File: src/rtl/fft_out_ctrl.sv
// fft_out_ctrl: checks FFT output framing and writes {bin_idx, re^2+im^2} to the spectrum FIFO.
// Two-stage squaring pipeline; done/err pulses stay aligned with the deciding beat's write.
module fft_out_ctrl #(
  parameter int N_POINT = 512,
  parameter int DW      = 16,
  parameter int CW      = 10
) (
  input  logic                 clk,
  input  logic                 rst_n,
  input  logic                 fft_out_valid_i,
  input  logic                 fft_out_sop_i,
  input  logic                 fft_out_eop_i,
  input  logic signed [DW-1:0] fft_out_real_i,
  input  logic signed [DW-1:0] fft_out_imag_i,
  output logic                 fft_out_ready_o,
  input  logic                 fifo_afull_i,
  output logic                 fifo_wrreq_o,
  output logic [2*DW+CW-1:0]   fifo_data_o,
  output logic                 frame_done_o,
  output logic                 frame_err_o
);
  typedef enum logic {IDLE, RECV} state_t;
  localparam logic [CW-1:0] LAST = CW'(N_POINT - 1);
  localparam logic SINGLE = (N_POINT == 1);
  state_t state_q, state_d;
  logic [CW-1:0] cnt_q, cnt_d, bin_d, bin1_q;
  logic acc, wr_d, done_d, err_d, v1_q, done1_q, err1_q;
  logic signed [2*DW-1:0] pr_q, pi_q;
  assign acc = fft_out_valid_i & fft_out_ready_o;
  always_comb begin
    state_d = state_q;
    cnt_d   = cnt_q;
    bin_d   = cnt_q;
    wr_d    = 1'b0;
    done_d  = 1'b0;
    err_d   = 1'b0;
    if (acc) begin
      if (fft_out_sop_i) begin
        wr_d  = 1'b1;
        bin_d = '0;
        if (fft_out_eop_i) begin
          state_d = IDLE;
          cnt_d   = '0;
          done_d  = SINGLE && state_q == IDLE;
          err_d   = !done_d;
        end else begin
          state_d = RECV;
          cnt_d   = CW'(1);
          err_d   = state_q == RECV;
        end
      end else if (state_q == IDLE) begin
        err_d = 1'b1;
      end else begin
        wr_d = 1'b1;
        if (fft_out_eop_i || cnt_q == LAST) begin
          state_d = IDLE;
          cnt_d   = '0;
          done_d  = fft_out_eop_i && cnt_q == LAST;
          err_d   = !done_d;
        end else begin
          cnt_d = cnt_q + CW'(1);
        end
      end
    end
  end
  // ready is registered; the FIFO's 4-word margin absorbs it plus the two pipeline stages
  always_ff @(posedge clk or negedge rst_n) begin
    if (!rst_n) begin
      state_q         <= IDLE;
      cnt_q           <= '0;
      fft_out_ready_o <= 1'b0;
      v1_q            <= 1'b0;
      done1_q         <= 1'b0;
      err1_q          <= 1'b0;
      bin1_q          <= '0;
      pr_q            <= '0;
      pi_q            <= '0;
      fifo_wrreq_o    <= 1'b0;
      fifo_data_o     <= '0;
      frame_done_o    <= 1'b0;
      frame_err_o     <= 1'b0;
    end else begin
      state_q         <= state_d;
      cnt_q           <= cnt_d;
      fft_out_ready_o <= ~fifo_afull_i;
      v1_q            <= wr_d;
      done1_q         <= done_d;
      err1_q          <= err_d;
      if (acc) begin
        bin1_q <= bin_d;
        pr_q   <= fft_out_real_i * fft_out_real_i;
        pi_q   <= fft_out_imag_i * fft_out_imag_i;
      end
      fifo_wrreq_o <= v1_q;
      frame_done_o <= done1_q;
      frame_err_o  <= err1_q;
      if (v1_q) fifo_data_o <= {bin1_q, $unsigned(pr_q) + $unsigned(pi_q)};
    end
  end
endmodule

File: config.mk
export PLATFORM = sky130hd
export DESIGN_NAME = fft_out_ctrl
export DESIGN_NICKNAME = d
export VERILOG_FILES = /design/src/rtl/fft_out_ctrl.sv
export SDC_FILE = /design/constraint.sdc
export NUM_CORES = 1
export LEC_CHECK = 0
export BUFFER_PORTS_ARGS = -buffer_cell sky130_fd_sc_hd__buf_2
export CORE_AREA = 2 2 215 217
export DETAILED_ROUTE_END_ITERATION = 12
export DIE_AREA = 0 0 217 219
export HOLD_SLACK_MARGIN = 0.06
export PLACE_DENSITY = 0.78
export SYNTH_ARGS = -nofsm -noshare
export SYNTH_HDL_FRONTEND = slang
export SYNTH_SLANG_ARGS = --single-unit
File: constraint.sdc
create_clock -name clk -period 2.84 [get_ports clk]
set_input_delay 0.284 -clock clk [delete_from_list [all_inputs] [get_ports clk]]
set_output_delay 0.284 -clock clk [all_outputs]
set_load 0.02 [all_outputs]
==> reports/qor.yml, run 1 <==
synthArstFlopShare: 1.00
wl_per_cell_um: 18.1
ys_types: 68
drv_cap: 0
die_area_um2: 47500
cts-root-buf: "clkbuf_16"
syn_nets: 3290
drt_iter0_markers: 1166
cp-startpoint: "fft_out_imag_i[5]"
critPathRequiredTime_ps: 3130
htree_levels: 4
synth_edf_count: 0
rr_endpoint: "fifo_data_o[30]"
cts.sink_count: 132
coreArea_um2: 45100
final-seq-area_um2: 3300
fin_cells: 3693
tightest_slew_ps: 718
ys_ff_latch: 132
ys.flop_type: "dfrtp_1"
ant_nets: 0
endpoint: "pi_q[29]"
critPathArrivalTime_ps: 5720
fmax_ghz: 0.184
cpPeakStageDelay_ps: 570
rrSetupSlack_ps: 60
synth.top_cell.area_share: 0.388
syn_to_final_growth_pct: 33.7
firstDrtPassIters: 6
place.gp.congestion: 0.943
violations: "negative setup slack"
grt_pass1_vias: 22400
setup_viol: 53
synth_area_leader_cell: "fa_1"
period_share: 1.91
path_max_fanout: 5
end_kind: "register"
cts_tree: "yes"
final_nets: 3797
synthCells: 2573
finClkSkew_ps: 10.9
fillers: 2874
die_w_um: 217
cp_top_family: "adder cells"
multi_input_area_um2: 20300
antenna_found_initial: 0
synthTopCellsByCount: "inv_1 (660), fa_1 (468), nand2_1 (275), ha_1 (211), dfrtp_1 (132)"
setup_slack_ps: -2590
drv_slew: 0
worstHoldPathType: "in2reg"
synth.area.top_cells: "fa_1 (39%), dfrtp_1 (14%), ha_1 (11%), inv_1 (10%), nand2_1 (4.3%)"
dp.cells: 3587
rr_startpoint: "pi_q[16]"
port_buffers: 83
routed_via_density: 5.39
synth.most_common_cell: "inv_1"
gr-usage-all-layers: 0.278
vias: 19900
syn_area_per_cell_um2: 9.38
critPathSlowestCell: "fa_1"
hpwl_mm: 49.9
critPathLaunchType: "input pin"
hold_viol_final: 0
fin_crit_ps: 5430
yosys_warnings: 0
crit_chain: "buf_8 > and2_4 > fa_1 > inv_2 > fa_1 > inv_1 > fa_1 > fa_2 > fa_1 > inv_2 > fa_1 > inv_2 > ha_4 > and2_4 > a221o_1 > o311a_4 > a31o_4 > a31o_1 > a21oi_2 > xor2_1 > o21ai_1"
fin_util: 0.716
post-place-ws_ps: -3040
clk_latency_ps: 420
synth_area_um2: 24100
drive_gt1_frac: 0.343
path_common_cell: "fa_1"
grt_pass1_wl_mm: 106
rsz0062_at_grt: "true"
diodes: 0
cts-buffers-inserted: 17
wl_mm: 66.7
grt_max_degree: 102
r2r_cells: 9
clk_pin_slew_worst_paths_ps: 70
drc: 0
setup.worst_path.class: "in2reg"
start_util: 0.536
holdPathStages: 4
crit_cells: 21
crit_buf_inv: 5
status: "complete, but fails checks"
fp.dieH_um: 219
slew_headroom: 0.521
row_count: 78
io_pins: 84
grt_overflow: 0
yosysSeqAreaShare: 0.137
clk_path_buf_depth: 2
==> worst reg2reg max path: stages (launching register included) <==
cell	delay (ps)
dfrtp_1	410
ha_1	300
a211oi_1	310
o21bai_1	170
or3_1	390
a21oi_2	220
o31a_2	250
o211ai_2	160
xor2_1	190
mux2_2	280
==> cell families after synthesis <==
kind of cell	synth area share
and+or+nand+nor	0.116
adders and majority gates	0.497
muxes	0.0188
buffers and inverters	0.114
xor gates and xnor gates	0.0399
AOI/OAI and AO/OA	0.0778
DFF	0.137
==> state kept, by name (all words and copies together) (netlist names) <==
signal	cells
cnt_q	10
pi_q	31
fifo_data_o	42
done1_q	1
pr_q	31
frame_err_o	1
bin1_q	10
fifo_wrreq_o	1
err1_q	1
fft_out_ready_o	1
state_q	1
v1_q	1
frame_done_o	1
==> per-stage QoR <==
step,cell area (um2),hold WS (ps),TNS (ps)
after floorplan,25200,-11.6,-103440
after global placement,28900,343,-129910
after detailed placement,28900,336,-133720
after CTS,31300,212,-104820
after global routing,32300,277,-114660
final,32300,249,-107860
==> layout by cell type (no fill, tap or decap), drive strengths merged, types with 13 or more instances in the layout <==
cell type / netlist / layout
fa: 468 / 468
mux2: 34 / 34
a211oi: 13 / 13
a21o: 35 / 35
nand3: 26 / 26
xor2: 35 / 35
clkbuf: 61 / 20
nor3: 16 / 16
dfrtp: 132 / 132
and2: 84 / 84
o21ai: 80 / 80
a31o: 13 / 13
buf: 8 / 554
xnor2: 75 / 75
inv: 660 / 662
ha: 211 / 211
nand2: 275 / 275
and3: 14 / 14
nor2: 91 / 91
nand2b: 16 / 16
nand3b: 16 / 16
a21oi: 68 / 68
==> cell type report <==
type                    count  share of cell area
clock inverters            12             0.00523
well taps                 600              0.0232
clock buffers              20              0.0141
multi-input cells        1711               0.628
inverters                 661              0.0776
repair buffers            557               0.150
flip-flops and latches    132               0.102
==> how the worst min path moves through the flow <==
| stage | from | endpoint | slack, ps |
|---|---|---|---|
| detailed placement | done1_q | frame_done_o | 340 |
| global placement | err1_q | frame_err_o | 340 |
| floorplan | rst_n | bin1_q[0] | -10 |
| finish | fft_out_eop_i | state_q | 250 |
| CTS | fft_out_eop_i | state_q | 210 |
| global route | fft_out_eop_i | state_q | 280 |
==> what timing repair did <==
item,CTS,global route
endpoints found under the setup margin,54,59
gates cloned,1,0
pin swaps,168,173
resized for setup,347,217
endpoints found under the hold margin,77,0
buffers inserted,57,35
hold buffers,2,0
==> layer usage <==
layer,up-vias,part of all wire,GRT usage
met3,234,0.048,0.0366
met4,0,0.044,0.104
met2,664,0.54,0.516
met1,10100,0.37,0.329
li1,8870,-,-
met5,-,0,0
Power of run 1 is not shown: default switching activity piles up to over one toggle a cycle in this logic, so the estimate is an artifact.
==> run 2, diff against run 1 <==
- CORE_AREA: 2 2 215 217 -> 2 2 193 242
- DIE_AREA: 0 0 217 219 -> 0 0 195 244
==> reports/qor.yml, run 2 (same netlist as run 1, synthesis figures left out) <==
rr_startpoint: "pr_q[12]"  # was pi_q[16]
hp-start: "fft_out_eop_i"  # unchanged
final_common_cell: "inv_1"  # unchanged
largest_reg_flops: 42  # unchanged
die_area_um2: 47600  # was 47500 um2
cts-root-buf: "clkbuf_16"  # unchanged
final_cell_mix: "inv_1 (606), fa_1 (428), buf_4 (372)"  # was inv_1 (576), fa_1 (430), buf_4 (377)
reg_top3: "fifo_data_o x42, pi_q x31, pr_q x31"  # unchanged
drv_slew: 0  # unchanged
end_kind: "register"  # unchanged
clk_latency_ps: 420  # about the same
routed_via_density: 5.37  # was 5.39
die_w_um: 195  # was 217 um
cts.sink_count: 132  # unchanged
wl_mm: 65.0  # was 66.7 mm
final_nets: 3759  # was 3797
slew_headroom: 0.426  # was 0.521
period_share: 1.89  # was 1.91
cp-startpoint: "fft_out_imag_i[2]"  # was fft_out_imag_i[5]
cts_tree: "yes"  # unchanged
setup_slack_ps: -2530  # was -2590 ps
antenna_found_initial: 0  # unchanged
tightest_slew_ps: 861  # was 718 ps
hold_viol_final: 0  # unchanged
drc: 0  # unchanged
fin_cells: 3633  # was 3693
violations: "negative setup slack"  # unchanged
finClkSkew_ps: 10.6  # was 10.9 ps
clk_pin_slew_worst_paths_ps: 60  # was 70 ps
io_pins: 84  # unchanged
r2r_cells: 9  # unchanged
coreArea_um2: 45100  # about the same
multi_input_area_um2: 20000  # was 20300 um2
setup.worst_path.class: "in2reg"  # unchanged
grt_overflow: 0  # unchanged
path_max_fanout: 3  # was 5
grt_pass1_wl_mm: 104  # was 106 mm
grt_max_degree: 97  # was 102
start_util: 0.536  # about the same
worstHoldPathType: "in2reg"  # unchanged
ant_nets: 0  # unchanged
place.gp.congestion: 0.951  # was 0.943
fillers: 3076  # was 2874
rsz0062_at_grt: "true"  # unchanged
top_register: "fifo_data_o"  # unchanged
critPathRequiredTime_ps: 3130  # about the same
clk_path_buf_depth: 2  # unchanged
critPathArrivalTime_ps: 5660  # was 5720 ps
grt_pass1_vias: 21900  # was 22400
firstDrtPassIters: 6  # unchanged
wl_per_cell_um: 17.9  # was 18.1 um
port_buffers: 83  # unchanged
whs_ps: 240  # was 249 ps
holdPathStages: 4  # unchanged
fp.dieH_um: 244  # was 219 um
vias: 19500  # was 19900
setup_viol: 54  # was 53
hpwl_mm: 50.5  # was 49.9 mm
syn_to_final_growth_pct: 30.1  # was 33.7%
fin_crit_ps: 5370  # was 5430 ps
cts-buffers-inserted: 17  # unchanged
drive_gt1_frac: 0.313  # was 0.343
diodes: 0  # unchanged
dp.cells: 3556  # was 3587
htree_levels: 4  # unchanged
critPathLaunchType: "input pin"  # unchanged
row_count: 87  # was 78
drv_cap: 0  # unchanged
status: "complete, but fails checks"  # unchanged
fmax_ghz: 0.186  # was 0.184 GHz
gr-usage-all-layers: 0.270  # was 0.278
final-seq-area_um2: 3300  # unchanged
drt_iter0_markers: 1182  # was 1166
[run 2: changes by cell type in the layout (fill, tap and decap cells not counted), sizes merged]
| cell | previous run | this run |
|---|---|---|
| bufinv | 3 | 2 |
| inv | 662 | 663 |
| buf | 554 | 516 |
| bufbuf | 1 | 0 |
| clkinv | 5 | 6 |
[run 2: worst paths after layout]
kind,endpoint,slack [ps]
min,state_q,240
min in group asynchronous,fifo_data_o[5],360
max reg2reg,fifo_data_o[28],100
max,pi_q[25],-2530
min reg2reg,frame_done_o,360
max in group asynchronous,fifo_data_o[23],1660
[run 2: timing repair]
action	in CTS	in global routing
gates cloned	1	0
endpoints found under the hold margin	37	0
setup buffers	27	22
resized for setup	265	139
endpoints found under the setup margin	54	59
pin swaps	114	99
hold buffers	2	0
[run 2: critical path, cell delays in order]
cell	delay, ps
buf_8	100
and2_4	160
fa_1	530
inv_2	40
fa_1	470
fa_1	530
inv_2	40
fa_1	500
fa_1	500
inv_1	50
fa_1	500
inv_2	50
ha_4	240
and2_4	140
a221o_1	340
o311a_4	340
a31o_4	240
a21oi_4	210
o21bai_1	140
xnor2_1	170
o21ai_1	70
[run 2: layout make-up]
cell class,instances,area share
inverters,661,0.0795
repair buffers,519,0.136
clock buffers,19,0.0144
multi-input cells,1711,0.637
flip-flops and latches,132,0.105
clock inverters,13,0.00474
well taps,578,0.0230
[run 2: stage by stage]
stage               instance area [um2]  utilization  setup slack (ps)  setup TNS (ps)
detailed placement                28800        0.638             -3040         -133850
CTS                               30700        0.680             -2500         -103290
global route                      31400        0.697             -2680         -115640
finish                            31400        0.697             -2530         -108230
floorplan                         25200            -             -2710         -103440
global placement                  28800        0.638             -2950         -130040
[run 2: metal layers]
layer | routed length (um) | track usage | vias up
met5 | 0 | 0 | -
met2 | 35600 | 0.514 | 629
met4 | 3180 | 0.119 | 0
met3 | 2650 | 0.0225 | 223
met1 | 23600 | 0.307 | 9891
li1 | - | - | 8771
Power of run 2 is left out for the same reason.
